<file path="src/rtl/sonar_scan_ctrl.sv">
// Sonar scan sequencer: steps the servo, settles, triggers one HC-SR04 measurement
// with timeout, then hands position and distance to the serial transmitter.
module sonar_scan_ctrl #(
    parameter int N_POS       = 8,
    parameter int POS_W       = 3,
    parameter int SETTLE_CYC  = 25_000_000,
    parameter int TIMEOUT_CYC = 2_500_000
) (
    input  logic             clock,
    input  logic             reset,
    input  logic             ligar,
    input  logic             modo,
    input  logic             fim_medida,
    input  logic [11:0]      medida,
    input  logic             fim_transmissao,
    output logic [POS_W-1:0] posicao,
    output logic             medir,
    output logic             transmitir,
    output logic [POS_W-1:0] tx_posicao,
    output logic [11:0]      tx_medida,
    output logic             erro_timeout,
    output logic             pronto,
    output logic [3:0]       db_estado
);

    typedef enum logic [3:0] {
        INICIAL        = 4'd0,
        POSICIONA      = 4'd1,
        MEDE           = 4'd2,
        AGUARDA_MEDIDA = 4'd3,
        TRANSMITE      = 4'd4,
        AGUARDA_TX     = 4'd5,
        PROXIMA        = 4'd6
    } state_t;

    localparam int SETTLE_LAST  = (SETTLE_CYC > 0) ? SETTLE_CYC - 1 : 0;
    localparam int TIMEOUT_LAST = (TIMEOUT_CYC > 0) ? TIMEOUT_CYC - 1 : 0;
    localparam int CNT_MAX      = (SETTLE_CYC > TIMEOUT_CYC) ? SETTLE_CYC : TIMEOUT_CYC;
    localparam int CNT_W        = (CNT_MAX > 1) ? $clog2(CNT_MAX) : 1;
    localparam logic [POS_W-1:0] LAST_POS = POS_W'(N_POS - 1);

    state_t           state;
    logic [CNT_W-1:0] cnt;
    logic             dir_down;

    // Settle and timeout never run together, so one counter serves both.
    always_ff @(posedge clock) begin
        if (reset) begin
            state        <= INICIAL;
            cnt          <= '0;
            dir_down     <= 1'b0;
            posicao      <= '0;
            medir        <= 1'b0;
            transmitir   <= 1'b0;
            tx_posicao   <= '0;
            tx_medida    <= '0;
            erro_timeout <= 1'b0;
            pronto       <= 1'b0;
        end else begin
            medir        <= 1'b0;
            transmitir   <= 1'b0;
            erro_timeout <= 1'b0;
            pronto       <= 1'b0;
            unique case (state)
                INICIAL: begin
                    if (ligar) begin
                        cnt   <= '0;
                        state <= POSICIONA;
                    end
                end
                POSICIONA: begin
                    if (cnt == CNT_W'(SETTLE_LAST)) begin
                        medir <= 1'b1;
                        state <= MEDE;
                    end else begin
                        cnt <= cnt + CNT_W'(1);
                    end
                end
                MEDE: begin
                    cnt   <= '0;
                    state <= AGUARDA_MEDIDA;
                end
                AGUARDA_MEDIDA: begin
                    // A measurement arriving on the timeout cycle still wins.
                    if (fim_medida) begin
                        tx_medida  <= medida;
                        tx_posicao <= posicao;
                        transmitir <= 1'b1;
                        state      <= TRANSMITE;
                    end else if (cnt == CNT_W'(TIMEOUT_LAST)) begin
                        tx_medida    <= 12'hFFF;
                        tx_posicao   <= posicao;
                        erro_timeout <= 1'b1;
                        transmitir   <= 1'b1;
                        state        <= TRANSMITE;
                    end else begin
                        cnt <= cnt + CNT_W'(1);
                    end
                end
                TRANSMITE: begin
                    state <= AGUARDA_TX;
                end
                AGUARDA_TX: begin
                    if (fim_transmissao) begin
                        pronto <= 1'b1;
                        state  <= PROXIMA;
                    end
                end
                PROXIMA: begin
                    cnt <= '0;
                    // Bounce between the end positions without repeating them.
                    if (!modo && N_POS > 1) begin
                        if (!dir_down) begin
                            if (posicao == LAST_POS) begin
                                posicao  <= LAST_POS - POS_W'(1);
                                dir_down <= 1'b1;
                            end else begin
                                posicao <= posicao + POS_W'(1);
                            end
                        end else begin
                            if (posicao == '0) begin
                                posicao  <= POS_W'(1);
                                dir_down <= 1'b0;
                            end else begin
                                posicao <= posicao - POS_W'(1);
                            end
                        end
                    end
                    state <= ligar ? POSICIONA : INICIAL;
                end
                default: state <= INICIAL;
            endcase
        end
    end

    assign db_estado = 4'(state);

endmodule

</file>
<file path="config.mk">
export PLATFORM = sky130hd
export DESIGN_NAME = sonar_scan_ctrl
export DESIGN_NICKNAME = d
export VERILOG_FILES = /design/src/rtl/sonar_scan_ctrl.sv
export SDC_FILE = /design/constraint.sdc
export NUM_CORES = 1
export LEC_CHECK = 0
export ABC_AREA = 1
export ABC_CLOCK_PERIOD_IN_PS = 5000
export BUFFER_PORTS_ARGS = -buffer_cell sky130_fd_sc_hd__buf_2
export CAP_MARGIN = 25
export CELL_PAD_IN_SITES_DETAIL_PLACEMENT = 1
export CELL_PAD_IN_SITES_GLOBAL_PLACEMENT = 1
export CORE_MARGIN = 2
export CORE_UTILIZATION = 43
export DETAILED_ROUTE_END_ITERATION = 10
export PLACE_DENSITY_LB_ADDON = 0.3
export SYNTH_ARGS = -nofsm -noshare
export SYNTH_HDL_FRONTEND = slang
export SYNTH_SLANG_ARGS = --single-unit
</file>
<file path="constraint.sdc">
create_clock -name clock -period 5 [get_ports clock]
set_clock_uncertainty 0.1 [all_clocks]
set_input_delay 0.25 -clock clock [delete_from_list [all_inputs] [get_ports clock]]
set_output_delay 0.25 -clock clock [all_outputs]
set_load 0.02 [all_outputs]
</file>
---- Word level (Yosys, flattened, before mapping) ----
Index checks and enable logic that the tools add are counted.
operators by class
  bitwise logic cells ..................... 4
  reductions and logical operators ........ 13
  muxes and demuxes ....................... 26
  eq/ne operators ......................... 16
  add/subtract/negate cells ............... 3
operator list
  cell                                                                      number
  25-bit two-way mux                                                        4
  25-bit one-hot mux with 4 select lines                                    1
  4-bit one-hot mux with 7 select lines                                     1
  25-bit by 1-bit adder with 25-bit output (second input constant)          1
  25-bit by 22-bit equality test with 1-bit output (second input constant)  1
  25-bit equality test (second input constant)                              1
  12-bit two-way mux                                                        2
  4-bit two-way mux                                                         5
  3-bit two-way mux                                                         5
  4-bit by 3-bit equality test with 1-bit output (second input constant)    3
  2-bit != test (second input constant)                                     6
  4-bit by 2-bit equality test with 1-bit output (second input constant)    2
  1-bit two-way mux                                                         8
  2-bit OR reduction                                                        4
  5-bit AND reduction                                                       1
  4-bit by 1-bit equality test with 1-bit output (second input constant)    1
  4-bit logical NOT                                                         1
  1-bit inverter                                                            4
  2-bit AND reduction                                                       2
  4-bit AND reduction                                                       1
  4-bit nonzero test                                                        1
  3-bit by 1-bit adder with 3-bit output (second input constant)            1
  3-bit equality test (second input constant)                               1
  3-bit logical NOT                                                         1
  4 further kinds                                                           4
word-level totals
  output and inout port bits .............. 26
  logic and storage cells ................. 72
  input bits .............................. 18
  register bits after elaboration ......... 52

---- Logic depth before layout (Yosys ltp) ----
Gate-level depths: netlist of run 1.
  depth in word-level cells ............... 4
  gate-level depth with buffers ........... 13
  gate-level depth less buffers ........... 11

---- Least setup slack after synthesis of run 1 ----
OpenSTA, ideal clock, no wires.
  kind .................................... reg2reg
  start point ............................. register cnt[1]
  end point ............................... register cnt[22]
  path buffers ............................ 1
  stages on the path, launching flop included .. 13
  setup time .............................. 0.068 ns
  period minus slack after synthesis ...... 1.730 ns
  data required time ...................... 4.832 ns
  path slack .............................. 3.270 ns
  arrival ................................. 1.562 ns
  cell sequence ........................... dfxtp_1 > ha_1 > nand2_1 > inv_2 > nand2_2 > nor2_4 > nand3_4 > nand2_2 > nand2_4 > nand2_8 > buf_6 > nand2_1 > a21oi_2
between the ends
  cells in the longest elaborated chain, start to end .. 4
  elaborated cells between the ends (all ways) .. 10
  classes of those cells .................. add/sub (1); eq/ne (4); mux (4); reduce/logical (1)
ends and longest elaborated chain
  what                                      line    RTL
  from (decl)                               43      logic [CNT_W-1:0] cnt;
  from (signal assigned)                    76      cnt <= cnt + CNT_W'(1);
  from (signal assigned)                    97      cnt <= cnt + CNT_W'(1);
  25-bit by 1-bit adder with 25-bit output  76, 97
  25-bit two-way mux                        90      end else if (cnt == CNT_W'(TIMEOUT_LAST)) begin
  25-bit two-way mux                        85      if (fim_medida) begin
  25-bit one-hot mux with 4 select lines    64      unique case (state)
Several ways; a longest one is shown, not always the timed one. The select of a mux whose other input is x is not followed.
A chain may end at the register's enable or synchronous reset.

---- Worst setup path after layout of run 1 ----
  start point ............................. register cnt[0]
  end point ............................... register cnt[24]
Same word-level chain as after synthesis.

==> metrics, run 1 <==
outcome=finished, final reports clean; residual DRC count=0; pin count of the biggest net entering global routing=35; clk root buf=clkbuf_8; slowest CP cell=dfxtp_1; commonest non-fill, non-tap cell in the layout=nand2_1; CTS Buf Count=5; Yosys warning count=0; DR vias=3325; I/O pin count=44; Met1 Routed Length=4170 µm; multiplexer area fraction after synthesis=0; initial DRC count=149; Worst VDD drop=0.130 mV; Tmin final=2.49 ns; diode count=0; first-pass GRT wire length=16000 µm; WL met3=299 µm; DR top layer=met4; htree depth=2; CP Capture Type=register; most frequent cells in the layout=nand2_1, nor2_1, dfxtp_1; main flop type after synthesis=dfxtp_1; Netlist Area Pre-Place=3100 µm²; synthesized net count=527; most frequent CP cell=nand2_1; Num Clock Sinks=51; Die Ht=88.9 µm; Leak=1.33 nW; Final Hold Vio Count=0; Port Buf Inserts=42; final slew viol count=0; drt wl/cell=15.0 µm; mean area per synthesized cell=6.15 µm²; cts hold-fix bufs=0; vias in the first global route=3472; register area share after synthesis=0.329; worst-path maximum fanout=19; FFs w/ async S/R, synth=0; R2R depth=10; post-synthesis xor/xnor area fraction=0.0169; clk slew on worst S/H paths=0.12 ns; hold path depth=2; WL met2=4900 µm; RSZ-0062 raised after global routing=no; Post-Layout Cell Count=633; Setup TNS=0 ns; Post-Synthesis Cells=504; WP data required=5.09 ns; Synth Area in Simple Gates=0.416; Max-slew headroom=0.383; nets@finish=559; grt ovf=0; Synth-to-Final Area Change=10.7%; GPL Wtd Cong=0.874; Post-Synth Adder-Cell Area=0.0202; FMAX=402 MHz; EDFF count, synth=0; Unique masters post-synth=36; Initial Util=0.451; post-CTS sizing=0; CP delay by family, top=simple AND/OR/NAND/NOR gates; Routed WL=9490 µm; Detailed Place HPWL=7080 µm; Rows=30; setup violators final=0; setup slack, reg-to-reg=2.51 ns; overall power=0.773 mW; worst skew pair latency=0.32 ns; Die Wd=88.9 µm; dpl cells=625; largest family of logic cells by synthesized area=simple AND/OR/NAND/NOR gates; Setup Buffers After CTS=0; critical-path cell list=ha_1 -> nand2_1 -> inv_2 -> nand2_2 -> nor2_4 -> nand3_4 -> a21oi_4 -> nor2_1 -> nand2_1 -> a21oi_1; HP Class=input pin to register; drt via density=5.25; kind of critical path=register to register; die area=7910 µm²; Final period util=0.498; clock buffer depth=2; CTS tree=done; Crit path depth=10; slew of the pin with the lowest slew margin=0.924 ns; PwrDens=225 nW/µm²; share of cells above drive strength 1=0.128; initial antenna violation count=0; global-route total usage across every layer=0.258; Antenna Nets Post-Route=0; CP Buf/Inv Count=1; Core Footprint=6870 µm²; startpoint types=register; Crit path arrival time=2.58 ns; Worst path max stage delay=0.50 ns; fillcell total=972; #FFs+latches synth=51; Synth Area in Compound Gates=0.126; number of max-cap violations=0; Pre-antenna DRT Iters=4
==> sequential cells by signal, indices dropped and copies added (netlist names), 3 cells and up <==
| register | flops |
|---|---|
| cnt | 25 |
| db_estado | 3 |
| posicao | 3 |
| tx_medida | 12 |
| tx_posicao | 3 |
==> final timing paths <==
kind	start	end
max reg2reg	cnt[0]$_SDFFE_PP0P_	cnt[24]$_SDFFE_PP0P_
min reg2reg	tx_medida[0]$_SDFFE_PP0P_	tx_medida[0]$_SDFFE_PP0P_
min	fim_medida	erro_timeout$_SDFF_PP0_
max	cnt[0]$_SDFFE_PP0P_	cnt[24]$_SDFFE_PP0P_
==> Yosys cell counts (2+ instances only) <==
cell	n	area (µm²)
o21bai_1	3	22.5
buf_6	2	22.5
clkinv_1	2	7.51
a21oi_1	34	170
xor2_1	4	35.0
nand4_1	7	43.8
nor3_1	4	20.0
ha_1	5	62.6
inv_1	44	165
o21ai_0	27	135
a211oi_1	2	15.0
nor4_1	2	12.5
dfxtp_1	51	1020
buf_2	5	25.0
buf_4	2	15.0
xnor2_1	2	17.5
nand3_1	38	190
nor2_1	105	394
nor2_2	2	12.5
nand2_2	4	25.0
nand2_1	135	507
a21oi_2	3	26.3
clkbuf_1	8	30.0
==> per-layer routing <==
| metal | track usage | vias up |
|---|---|---|
| met3 | 0.0351 | 10 |
| met1 | 0.310 | 1615 |
| met4 | 0.0647 | 0 |
| met5 | 0 | - |
| met2 | 0.482 | 43 |
| li1 | - | 1657 |
==> power breakdown <==
group	switching [mW]	internal, mW	leakage [nW]	total, mW
Combinational	0.0671	0.0223	0.866	0.0894
Sequential	0.00695	0.412	0.411	0.419
Clock	0.161	0.104	0.0491	0.265
==> cell type report <==
class                           instances  area (µm²)  area share
Tap cell                               96         120      0.0350
Multi-Input combinational cell        387        1800       0.524
Clock inverter                          3        26.3     0.00765
Inverter                               49         188      0.0547
Timing Repair Buffer                   42         210      0.0612
Sequential cell                        51        1020       0.297
Clock buffer                            5        68.8      0.0200
==> through the flow <==
stage                     hold slack, ns  utilization  setup slack (ns)  cell area [µm²]
after global placement             0.348        0.486              2.71             3340
after global routing              0.0330        0.500              2.25             3430
after detailed placement           0.363        0.486              2.52             3340
final                             0.0205        0.500              2.51             3430
after CTS                         0.0190        0.500              2.52             3430
after floorplan                    0.228            -              3.27             3100
==> cells by family (layout without fill, tap and decap cells) <==
kind of cell | after synthesis | after routing
flops | 51 | 51
buf+inv | 66 | 99
simple gates | 304 | 304
xor+xnor | 6 | 6
other cells | 1 | 1
fa+ha+maj | 5 | 5
compound gates | 71 | 71
Power figures use the tool's default switching activity.
==> run 2, diff against run 1 <==
--- a/config.mk
+++ b/config.mk
@@ -6,13 +6,13 @@
 export NUM_CORES = 1
 export LEC_CHECK = 0
 export ABC_AREA = 1
-export ABC_CLOCK_PERIOD_IN_PS = 5000
+export ABC_CLOCK_PERIOD_IN_PS = 2150
 export BUFFER_PORTS_ARGS = -buffer_cell sky130_fd_sc_hd__buf_2
 export CAP_MARGIN = 25
 export CELL_PAD_IN_SITES_DETAIL_PLACEMENT = 1
 export CELL_PAD_IN_SITES_GLOBAL_PLACEMENT = 1
 export CORE_MARGIN = 2
-export CORE_UTILIZATION = 43
+export CORE_UTILIZATION = 36
 export DETAILED_ROUTE_END_ITERATION = 10
 export PLACE_DENSITY_LB_ADDON = 0.3
 export SYNTH_ARGS = -nofsm -noshare
==> constraint.sdc (replaced) <==
create_clock -name clock -period 2.15 [get_ports clock]
set_clock_uncertainty 0.1 [all_clocks]
set_input_delay 0.1075 -clock clock [delete_from_list [all_inputs] [get_ports clock]]
set_output_delay 0.1075 -clock clock [all_outputs]
set_load 0.02 [all_outputs]
==> metrics, run 2 (synthesized netlist as in run 1, its figures left out) <==
commonest non-fill, non-tap cell in the layout=nand2_1 (unchanged); overall power=1.82 mW (was 0.773 mW); nets@finish=583 (was 559); Port Buf Inserts=42 (unchanged); register area=1020 µm² (about the same); slowest CP cell=dfxtp_2 (was dfxtp_1); Die Ht=96.8 µm (was 88.9 µm); Final period util=0.881 (was 0.498); Fin Hold WS=0.0611 ns (was 0.0205 ns); worst skew pair latency=0.31 ns (was 0.32 ns); clk slew on worst S/H paths=0.11 ns (was 0.12 ns); Synth-to-Final Area Change=18.4% (was 10.7%); Num Clock Sinks=51 (unchanged); share of cells above drive strength 1=0.143 (was 0.128); kind of critical path=register to register (unchanged); initial DRC count=97 (was 149); FMAX=528 MHz (was 402 MHz); Worst VDD drop=0.292 mV (was 0.130 mV); final core occ=0.442 (was 0.500); residual DRC count=0 (unchanged); Setup Buffers After CTS=0 (unchanged); Pre-antenna DRT Iters=4 (unchanged); first-pass GRT wire length=16400 µm (was 16000 µm); number of max-cap violations=0 (unchanged); CTS Buf Count=5 (unchanged); Antenna Nets Post-Route=0 (unchanged); Die Wd=96.8 µm (was 88.9 µm); Largest Register=cnt (unchanged); top flop regs=cnt (25), tx_medida (12) (unchanged); drt via density=5.10 (was 5.25); GPL Wtd Cong=0.859 (was 0.874); Multi-input gate area=1820 µm² (was 1800 µm²); clk root buf=clkbuf_8 (unchanged); die area=9370 µm² (was 7910 µm²); Setup TNS=0 ns (unchanged); HP Class=input pin to register (unchanged); Worst path max stage delay=0.37 ns (was 0.50 ns); htree depth=2 (unchanged); Tmin final=1.89 ns (was 2.49 ns); fillcell total=1136 (was 972); max reg flops=25 (unchanged); Post-Place Setup Slack=0.210 ns (was 2.52 ns); setup violators final=0 (unchanged); Leak=1.43 nW (was 1.33 nW); PwrDens=497 nW/µm² (was 225 nW/µm²); initial antenna violation count=0 (unchanged); CP Capture Type=register (unchanged); pin count of the biggest net entering global routing=26 (was 35); I/O pin count=44 (unchanged); Detailed Place HPWL=7120 µm (was 7080 µm); Rows=33 (was 30); Final Hold Vio Count=0 (unchanged); critical-path cell list=ha_2 -> nand2_1 -> inv_2 -> nand2_2 -> nor2_4 -> nand3_4 -> nand2_2 -> nand2_4 -> nand2_8 -> nand2_1 -> a21oi_2 (was ha_1 -> nand2_1 -> inv_2 -> nand2_2 -> nor2_4 -> nand3_4 -> a21oi_4 -> nor2_1 -> nand2_1 -> a21oi_1); RSZ-0062 raised after global routing=no (unchanged); vias in the first global route=3462 (was 3472); drt wl/cell=14.7 µm (was 15.0 µm); final slew viol count=0 (unchanged); worst-path maximum fanout=20 (was 19); diode count=0 (unchanged); fin worst setup slack=0.255 ns (was 2.51 ns); global-route total usage across every layer=0.205 (was 0.258); startpoint types=register (unchanged); Core Footprint=8300 µm² (was 6870 µm²); CTS tree=done (unchanged); Initial Util=0.374 (was 0.451); grt ovf=0 (unchanged); DR vias=3395 (was 3325); Routed WL=9800 µm (was 9490 µm); WP data required=2.30 ns (was 5.09 ns); outcome=finished, final reports clean (unchanged); most frequent cells in the layout=nand2_1, nor2_1, dfxtp_1 (unchanged); Crit path arrival time=2.04 ns (was 2.58 ns); clock buffer depth=2 (unchanged)
run 2: changes by cell type in the layout (fill, tap and decap cells not counted), sizes merged:
| cell | change |
|---|---|
| buf | +9 |
| clkbuf | +1 |
| clkinv | -1 |
| clkinvlp | +1 |
| dlygate4sd3 | +14 |
| inv | -1 |
| nand2 | +1 |
run 2: through the flow:
stage,cells,area (µm²)
floorplan,504,3100
global placement,643,3420
detailed placement,643,3420
CTS,665,3650
global route,666,3670
finish,666,3670
run 2: report_power, final:
| part | internal (mW) | switching, mW | total, mW |
|---|---|---|---|
| combinational | 0.0877 | 0.178 | 0.265 |
| sequential | 0.957 | 0.0120 | 0.969 |
| clock | 0.235 | 0.354 | 0.589 |
run 2: metal layers:
metal,routed length (µm),vias to the layer above,global-route usage
met3,364,20,0.0383
li1,-,1703,-
met2,4780,68,0.373
met5,0,-,0
met4,196,0,0.0563
met1,4460,1604,0.246
run 2: final timing paths:
| path | cells after the start | from | slack [ns] | to |
|---|---|---|---|---|
| worst max register to register | 11 | cnt[1]$_SDFFE_PP0P_ | 0.26 | cnt[21]$_SDFFE_PP0P_ |
| worst min register to register | 2 | tx_medida[2]$_SDFFE_PP0P_ | 0.38 | tx_medida[2]$_SDFFE_PP0P_ |
| worst max-delay path | 11 | cnt[1]$_SDFFE_PP0P_ | 0.26 | cnt[21]$_SDFFE_PP0P_ |
| worst min-delay path | 2 | reset | 0.06 | transmitir$_SDFF_PP0_ |
run 2: what timing repair did:
action	in CTS	in global routing
endpoints found under the hold margin	15	0
endpoints found under the setup margin	0	20
gates resized for setup	0	3
hold buffers	14	0
run 2: final cells by class:
cell class                      instances  area share
Timing Repair Buffer                   65       0.114
Multi-Input combinational cell        388       0.496
Clock inverter                          2     0.00443
Clock buffer                            6      0.0198
Tap cell                              105      0.0358
Sequential cell                        51       0.279
Inverter                               49      0.0511
run 2: worst max-delay path, delay by kind of cell, from the launching register on:
| kind | cells | cell delay, ns |
|---|---|---|
| compound gates | 1 | 0.13 |
| fa+ha+maj | 1 | 0.22 |
| buf+inv | 1 | 0.08 |
| flops | 1 | 0.37 |
| simple gates | 8 | 0.93 |
